## src/rtl/vga_sync_decoder.sv

```systemverilog
// VGA sync decoder: recovers pixel coordinates from hsync/vsync, tracks lock
// over consecutive well-formed frames and flags malformed lines/frames.
//
// state   | meaning
// SEARCH  | no frame reference yet, waiting for the first frame boundary
// ACQUIRE | counting error-free frame boundaries toward lock
// LOCKED  | timing confirmed, visible pixels are reported as valid
module vga_sync_decoder #(
  parameter int H_VIS = 640,
  parameter int H_FP  = 16,
  parameter int H_SW  = 96,
  parameter int H_BP  = 48,
  parameter int V_VIS = 480,
  parameter int V_FP  = 10,
  parameter int V_SW  = 2,
  parameter int V_BP  = 33
) (
  input  logic        clk,
  input  logic        rst,
  input  logic        hsync,
  input  logic        vsync,
  input  logic [11:0] rgb_in,
  output logic [10:0] pix_x,
  output logic [10:0] pix_y,
  output logic        pix_valid,
  output logic [11:0] pix_rgb,
  output logic        frame_start,
  output logic        locked,
  output logic        h_err,
  output logic        v_err
);

  localparam int H_TOT   = H_SW + H_BP + H_VIS + H_FP;
  localparam int V_TOT   = V_SW + V_BP + V_VIS + V_FP;
  localparam int H_START = H_SW + H_BP;
  localparam int V_START = V_SW + V_BP;

  localparam logic [11:0] H_TOT_C   = 12'(H_TOT);
  localparam logic [11:0] V_TOT_C   = 12'(V_TOT);
  localparam logic [10:0] H_START_C = 11'(H_START);
  localparam logic [10:0] H_END_C   = 11'(H_START + H_VIS);
  localparam logic [10:0] V_START_C = 11'(V_START);
  localparam logic [10:0] V_END_C   = 11'(V_START + V_VIS);
  localparam logic [10:0] CNT_MAX   = 11'h7FF;

  typedef enum logic [1:0] {
    SEARCH  = 2'd0,
    ACQUIRE = 2'd1,
    LOCKED  = 2'd2
  } state_t;

  state_t      state, state_n;
  logic [1:0]  good_frames, good_frames_n;
  logic        hs1, hs2, vs1, vs2;
  logic [11:0] rgb1;
  logic [10:0] h_cnt, v_cnt, h_next, v_next, x_next, y_next;
  logic        v_pend, v_pend_eff;
  logic        h_fall, v_fall, v_zero;
  logic [11:0] h_len, v_len;
  logic        checking, h_err_c, v_err_c, in_vis, valid_next;

  // Edge detection and position of the pixel now held in stage 1.
  // A pending or simultaneous vsync edge is consumed by the hsync edge.
  always_comb begin
    h_fall     = hs2 & ~hs1;
    v_fall     = vs2 & ~vs1;
    v_pend_eff = v_pend | v_fall;
    v_zero     = h_fall & v_pend_eff;
    h_len      = {1'b0, h_cnt} + 12'd1;
    v_len      = {1'b0, v_cnt} + 12'd1;
    h_next     = h_cnt;
    v_next     = v_cnt;
    if (h_fall) begin
      h_next = '0;
    end else if (h_cnt != CNT_MAX) begin
      h_next = h_cnt + 11'd1;
    end
    if (v_zero) begin
      v_next = '0;
    end else if (h_fall && (v_cnt != CNT_MAX)) begin
      v_next = v_cnt + 11'd1;
    end
    checking   = (state != SEARCH);
    h_err_c    = checking & h_fall & (h_len != H_TOT_C);
    v_err_c    = checking & v_zero & (v_len != V_TOT_C);
    in_vis     = (h_next >= H_START_C) && (h_next < H_END_C) &&
                 (v_next >= V_START_C) && (v_next < V_END_C);
    x_next     = h_next - H_START_C;
    y_next     = v_next - V_START_C;
    valid_next = in_vis & (state == LOCKED);
  end

  // Lock FSM next-state: errors always restart the good-frame count.
  always_comb begin
    state_n       = state;
    good_frames_n = good_frames;
    case (state)
      SEARCH: begin
        good_frames_n = '0;
        if (v_zero) state_n = ACQUIRE;
      end
      ACQUIRE: begin
        if (h_err_c || v_err_c) begin
          good_frames_n = '0;
        end else if (v_zero) begin
          good_frames_n = good_frames + 2'd1;
          if (good_frames == 2'd1) state_n = LOCKED;
        end
      end
      LOCKED: begin
        if (h_err_c || v_err_c) begin
          state_n       = ACQUIRE;
          good_frames_n = '0;
        end
      end
      default: begin
        state_n       = SEARCH;
        good_frames_n = '0;
      end
    endcase
  end

  // Lock FSM state register.
  always_ff @(posedge clk or posedge rst) begin
    if (rst) begin
      state       <= SEARCH;
      good_frames <= '0;
    end else begin
      state       <= state_n;
      good_frames <= good_frames_n;
    end
  end

  // Input sampling (stage 1) and edge-reference registers (stage 2).
  always_ff @(posedge clk or posedge rst) begin
    if (rst) begin
      hs1  <= 1'b1;
      hs2  <= 1'b1;
      vs1  <= 1'b1;
      vs2  <= 1'b1;
      rgb1 <= '0;
    end else begin
      hs1  <= hsync;
      hs2  <= hs1;
      vs1  <= vsync;
      vs2  <= vs1;
      rgb1 <= rgb_in;
    end
  end

  // Line/frame counters; h_cnt/v_cnt track the pixel presented on pix_*.
  always_ff @(posedge clk or posedge rst) begin
    if (rst) begin
      h_cnt  <= '0;
      v_cnt  <= '0;
      v_pend <= 1'b0;
    end else begin
      h_cnt  <= h_next;
      v_cnt  <= v_next;
      v_pend <= h_fall ? 1'b0 : v_pend_eff;
    end
  end

  // Pixel outputs and error pulses; coordinates hold outside the window.
  always_ff @(posedge clk or posedge rst) begin
    if (rst) begin
      pix_x       <= '0;
      pix_y       <= '0;
      pix_rgb     <= '0;
      pix_valid   <= 1'b0;
      frame_start <= 1'b0;
      h_err       <= 1'b0;
      v_err       <= 1'b0;
    end else begin
      pix_rgb     <= rgb1;
      pix_valid   <= valid_next;
      frame_start <= valid_next && (x_next == 11'd0) && (y_next == 11'd0);
      h_err       <= h_err_c;
      v_err       <= v_err_c;
      if (in_vis) begin
        pix_x <= x_next;
        pix_y <= y_next;
      end
    end
  end

  assign locked = (state == LOCKED);

endmodule

```

## config.mk

```make
export PLATFORM = sky130hd
export DESIGN_NAME = vga_sync_decoder
export DESIGN_NICKNAME = d
export VERILOG_FILES = /design/src/rtl/vga_sync_decoder.sv
export SDC_FILE = /design/constraint.sdc
export NUM_CORES = 1
export LEC_CHECK = 0
export BUFFER_PORTS_ARGS = -buffer_cell sky130_fd_sc_hd__buf_2
export CAP_MARGIN = 40
export CORE_MARGIN = 10
export CORE_UTILIZATION = 52
export DETAILED_ROUTE_END_ITERATION = 6
export HOLD_SLACK_MARGIN = 0.03
export PLACE_DENSITY = 0.78
export RECOVER_POWER = 50
export SLEW_MARGIN = 5
export SYNTH_ARGS = -nofsm -noshare
export SYNTH_HDL_FRONTEND = slang
export SYNTH_SLANG_ARGS = --single-unit
```

## constraint.sdc

```tcl
create_clock -name clk -period 3.35 [get_ports clk]
set_input_delay 0.5025 -clock clk [delete_from_list [all_inputs] [get_ports clk]]
set_output_delay 0.5025 -clock clk [all_outputs]
set_load 0.005 [all_outputs]
```

==> impl_metrics.ini <==
[floorplan]
ios = 55
die_y_um = 110
coreArea_um2 = 7770
rows = 32
die_x_um = 110
dieArea_um2 = 12000
initial_utilization_pct = 53.8

[power]
power_frac_clock_pct = 33.5
power_switching_mw = 0.696
leakage_nw = 2.39
peakVddDrop_v = 0.000312
power.density_nw_per_um2 = 447
power_frac_comb_pct = 18.6
seqPwrFrac_pct = 48.0
p_int_mw = 1.59
netSwitchingFraction_pct = 30.4

[cells_and_area]
final_common_cell = dfrtp_1
areaGrowthSynthToFinish_pct = 22.4
antenna_cells = 0
nets = 494
drive_gt1_share_pct = 33.6
layout_common_cells = dfrtp_1, buf_2, nand2_1, buf_4, nor2_1
design_area_um2 = 5120
fin_cells = 578

[logic_synthesis]
ys_types = 75
synthSimpleGateAreaFrac_pct = 18.3
synth_xor_area_share_pct = 2.51
synth_compound_area_share_pct = 15.5
ys_async_sr_fraction_pct = 100
ys_seq_area_share_pct = 48.6
synth_top_flop_cell = dfrtp_1
synth_cells = 386
synth_enable_flop_cells = 0
postSynthAreaPerCell_um2 = 10.8
syn_area_um2 = 4180
muxShareOfSynthArea_pct = 8.02
syn_nets = 409
synthAdderAreaFrac_pct = 2.10
synth_seq_cells = 81
ys_warn_count = 0
synth_top_family_by_area = simple AND/OR/NAND/NOR gates

[sta]
maxSlewViolCount = 0
setup_violations = 0
max_slew_margin_pct = 5.05
fin_crit_ns = 3.32
finalHoldViolCount = 0
finalCritPeriodShare_pct = 99.1
skew_ns = 0.0101
rsz0062_at_grt = yes
worst_pin_slew_ns = 1.42
max_freq_mhz = 301

[min_path]
hold_class = in -> reg
hold_path_depth = 1

[worst_setup_path]
timing.rr.end = pix_x[2]$_DFFE_PP0P_
path_max_fanout = 5
r2r_start = h_cnt[1]$_DFF_PP0_
end_kind = register
worstSetupPathType = reg -> reg
worstRegToRegCells = 14
required_ns = 3.60
crit_path_start_kind = register
crit_start = h_cnt[1]$_DFF_PP0_
critPathArrivalTime_ns = 3.57
r2r_slack_ns = 0.03
endpoint = pix_x[2]$_DFFE_PP0P_

[placed_design]
portBuffers = 54
place_inst = 556
gp_congestion = 0.871
dpl.hpwl_um = 7420
place_area_um2 = 4740

[grt]
grt_max_degree = 35
grt_pass1_wl_um = 16800
grt_use_met3_pct = 5.27
antenna_found_initial = 0
gr-usage-all-layers_pct = 17.3
grt_use_met1_pct = 22.7
grt_pass1_vias = 3438
use_met2_pct = 26.3
overflow = 0
top_usage_layer = met2

[clocking]
cts_buffer_depth = 2
postCtsHoldBufs = 0
tritoncts = yes
clock_latency_ns = 0.36
path_clk_slew_ns = 0.09
cts_max_level = 3
cts.sinks = 81
cts_buffers = 9
clockRootBuffer = clkbuf_8

[detailed_routing]
antenna_left = 0
viasPerCell = 6.00
drt_iter0_markers = 358
wl_um = 10900
drc = 0
vias = 3467
firstDrtPassIters = 5
wire_per_inst_um = 18.8

[run_status]
outcome = completed

[job]
max-cap-violations = 0
## kinds of logic (layout without fill, tap and decap cells)
kind of cell | after synthesis | count (layout)
and+or+nand+nor | 136 | 136
muxes | 26 | 26
adders and majority gates | 7 | 7
xor gates and xnor gates | 12 | 12
buffers and inverters | 40 | 130
AOI/OAI and AO/OA | 84 | 84
DFF | 81 | 81
## metal layers
metal	vias up	routed length [um]
li1	1589	-
met1	1665	4500
met2	175	5130
met3	38	873
met4	0	340
met5	-	0
## synth_stat cells, types with 4 or more instances
cell | number | area, um2
nand4_1 | 7 | 43.8
buf_2 | 8 | 40.0
nor2_1 | 21 | 78.8
mux2i_1 | 8 | 80.1
or3_1 | 5 | 31.3
o2111ai_1 | 4 | 35.0
clkbuf_1 | 5 | 18.8
nand3_1 | 12 | 60.1
and2_1 | 8 | 50.1
dfstp_2 | 4 | 105
a211oi_1 | 7 | 52.6
nand2_1 | 34 | 128
inv_1 | 19 | 71.3
o21ai_0 | 10 | 50.1
and3_1 | 6 | 37.5
ha_1 | 7 | 87.6
mux2_2 | 4 | 45.0
nor3_1 | 8 | 40.0
dfrtp_1 | 77 | 1930
a21oi_1 | 14 | 70.1
a31oi_1 | 5 | 31.3
xnor2_1 | 9 | 78.8
mux2_4 | 14 | 210
nor4_1 | 4 | 25.0
## state kept, by name, summed over array words and instances (netlist names), 2 cells and up
name         cells
pix_y           11
state            2
v_cnt           11
pix_rgb         12
good_frames      2
rgb1            12
h_cnt           11
pix_x           11
## area by class of cell
type | instances | area (um2)
Clock buffer | 10 | 138
Clock inverter | 6 | 73.8
Fill cell | 579 | 2650
Inverter | 21 | 80.1
Multi-Input combinational cell | 265 | 2020
Sequential cell | 81 | 2030
Tap cell | 102 | 128
Timing Repair Buffer | 93 | 652
## worst max-delay path: stages (launching register included)
cell	delay (ns)
dfrtp_1	0.40
ha_2	0.20
nand4_1	0.17
nor3_4	0.09
o31ai_2	0.39
ha_4	0.19
o2111ai_2	0.08
o31ai_1	0.23
and2_1	0.20
o41ai_2	0.09
a2111o_1	0.42
a21oi_4	0.16
buf_12	0.15
clkbuf_16	0.14
mux2_4	0.30
## power groups by stage
stage	registers (mW)	logic, mW	clock network [mW]
floorplan	1.10	0.268	0
global placement	1.11	0.391	0
detailed placement	1.12	0.406	0
CTS	1.10	0.409	0.773
global route	1.11	0.471	0.812
finish	1.10	0.425	0.766
## worst min path at each step
stage	from	endpoint	slack (ns)
detailed placement	rgb1[8]$_DFF_PP0_	pix_rgb[8]$_DFF_PP0_	0.33
CTS	rst	pix_rgb[2]$_DFF_PP0_	0.18
global route	hsync	hs1$_DFF_PP1_	0.23
floorplan	rgb1[0]$_DFF_PP0_	pix_rgb[0]$_DFF_PP0_	0.33
global placement	rgb1[10]$_DFF_PP0_	pix_rgb[10]$_DFF_PP0_	0.33
finish	hsync	hs1$_DFF_PP1_	0.24
## metrics by stage
step | TNS (ns) | power, mW | util [%] | setup WS [ns] | hold WS (ns)
floorplan | 0 | 1.37 | - | 0.0289 | 0.331
detailed placement | -0.0118 | 1.52 | 61.0 | -0.0118 | 0.335
CTS | 0 | 2.28 | 63.7 | 0.0127 | 0.176
finish | 0 | 2.29 | 65.9 | 0.0296 | 0.238
global placement | 0 | 1.50 | 60.7 | 0.222 | 0.332
global route | -1.62 | 2.39 | 65.9 | -0.0952 | 0.226
## timing repair
| action | in CTS | in global routing |
|---|---|---|
| endpoints found under the setup margin | 0 | 23 |
| gates resized for setup | 0 | 15 |
| buffers inserted | 0 | 4 |
(Power assumes the default switching activity.)
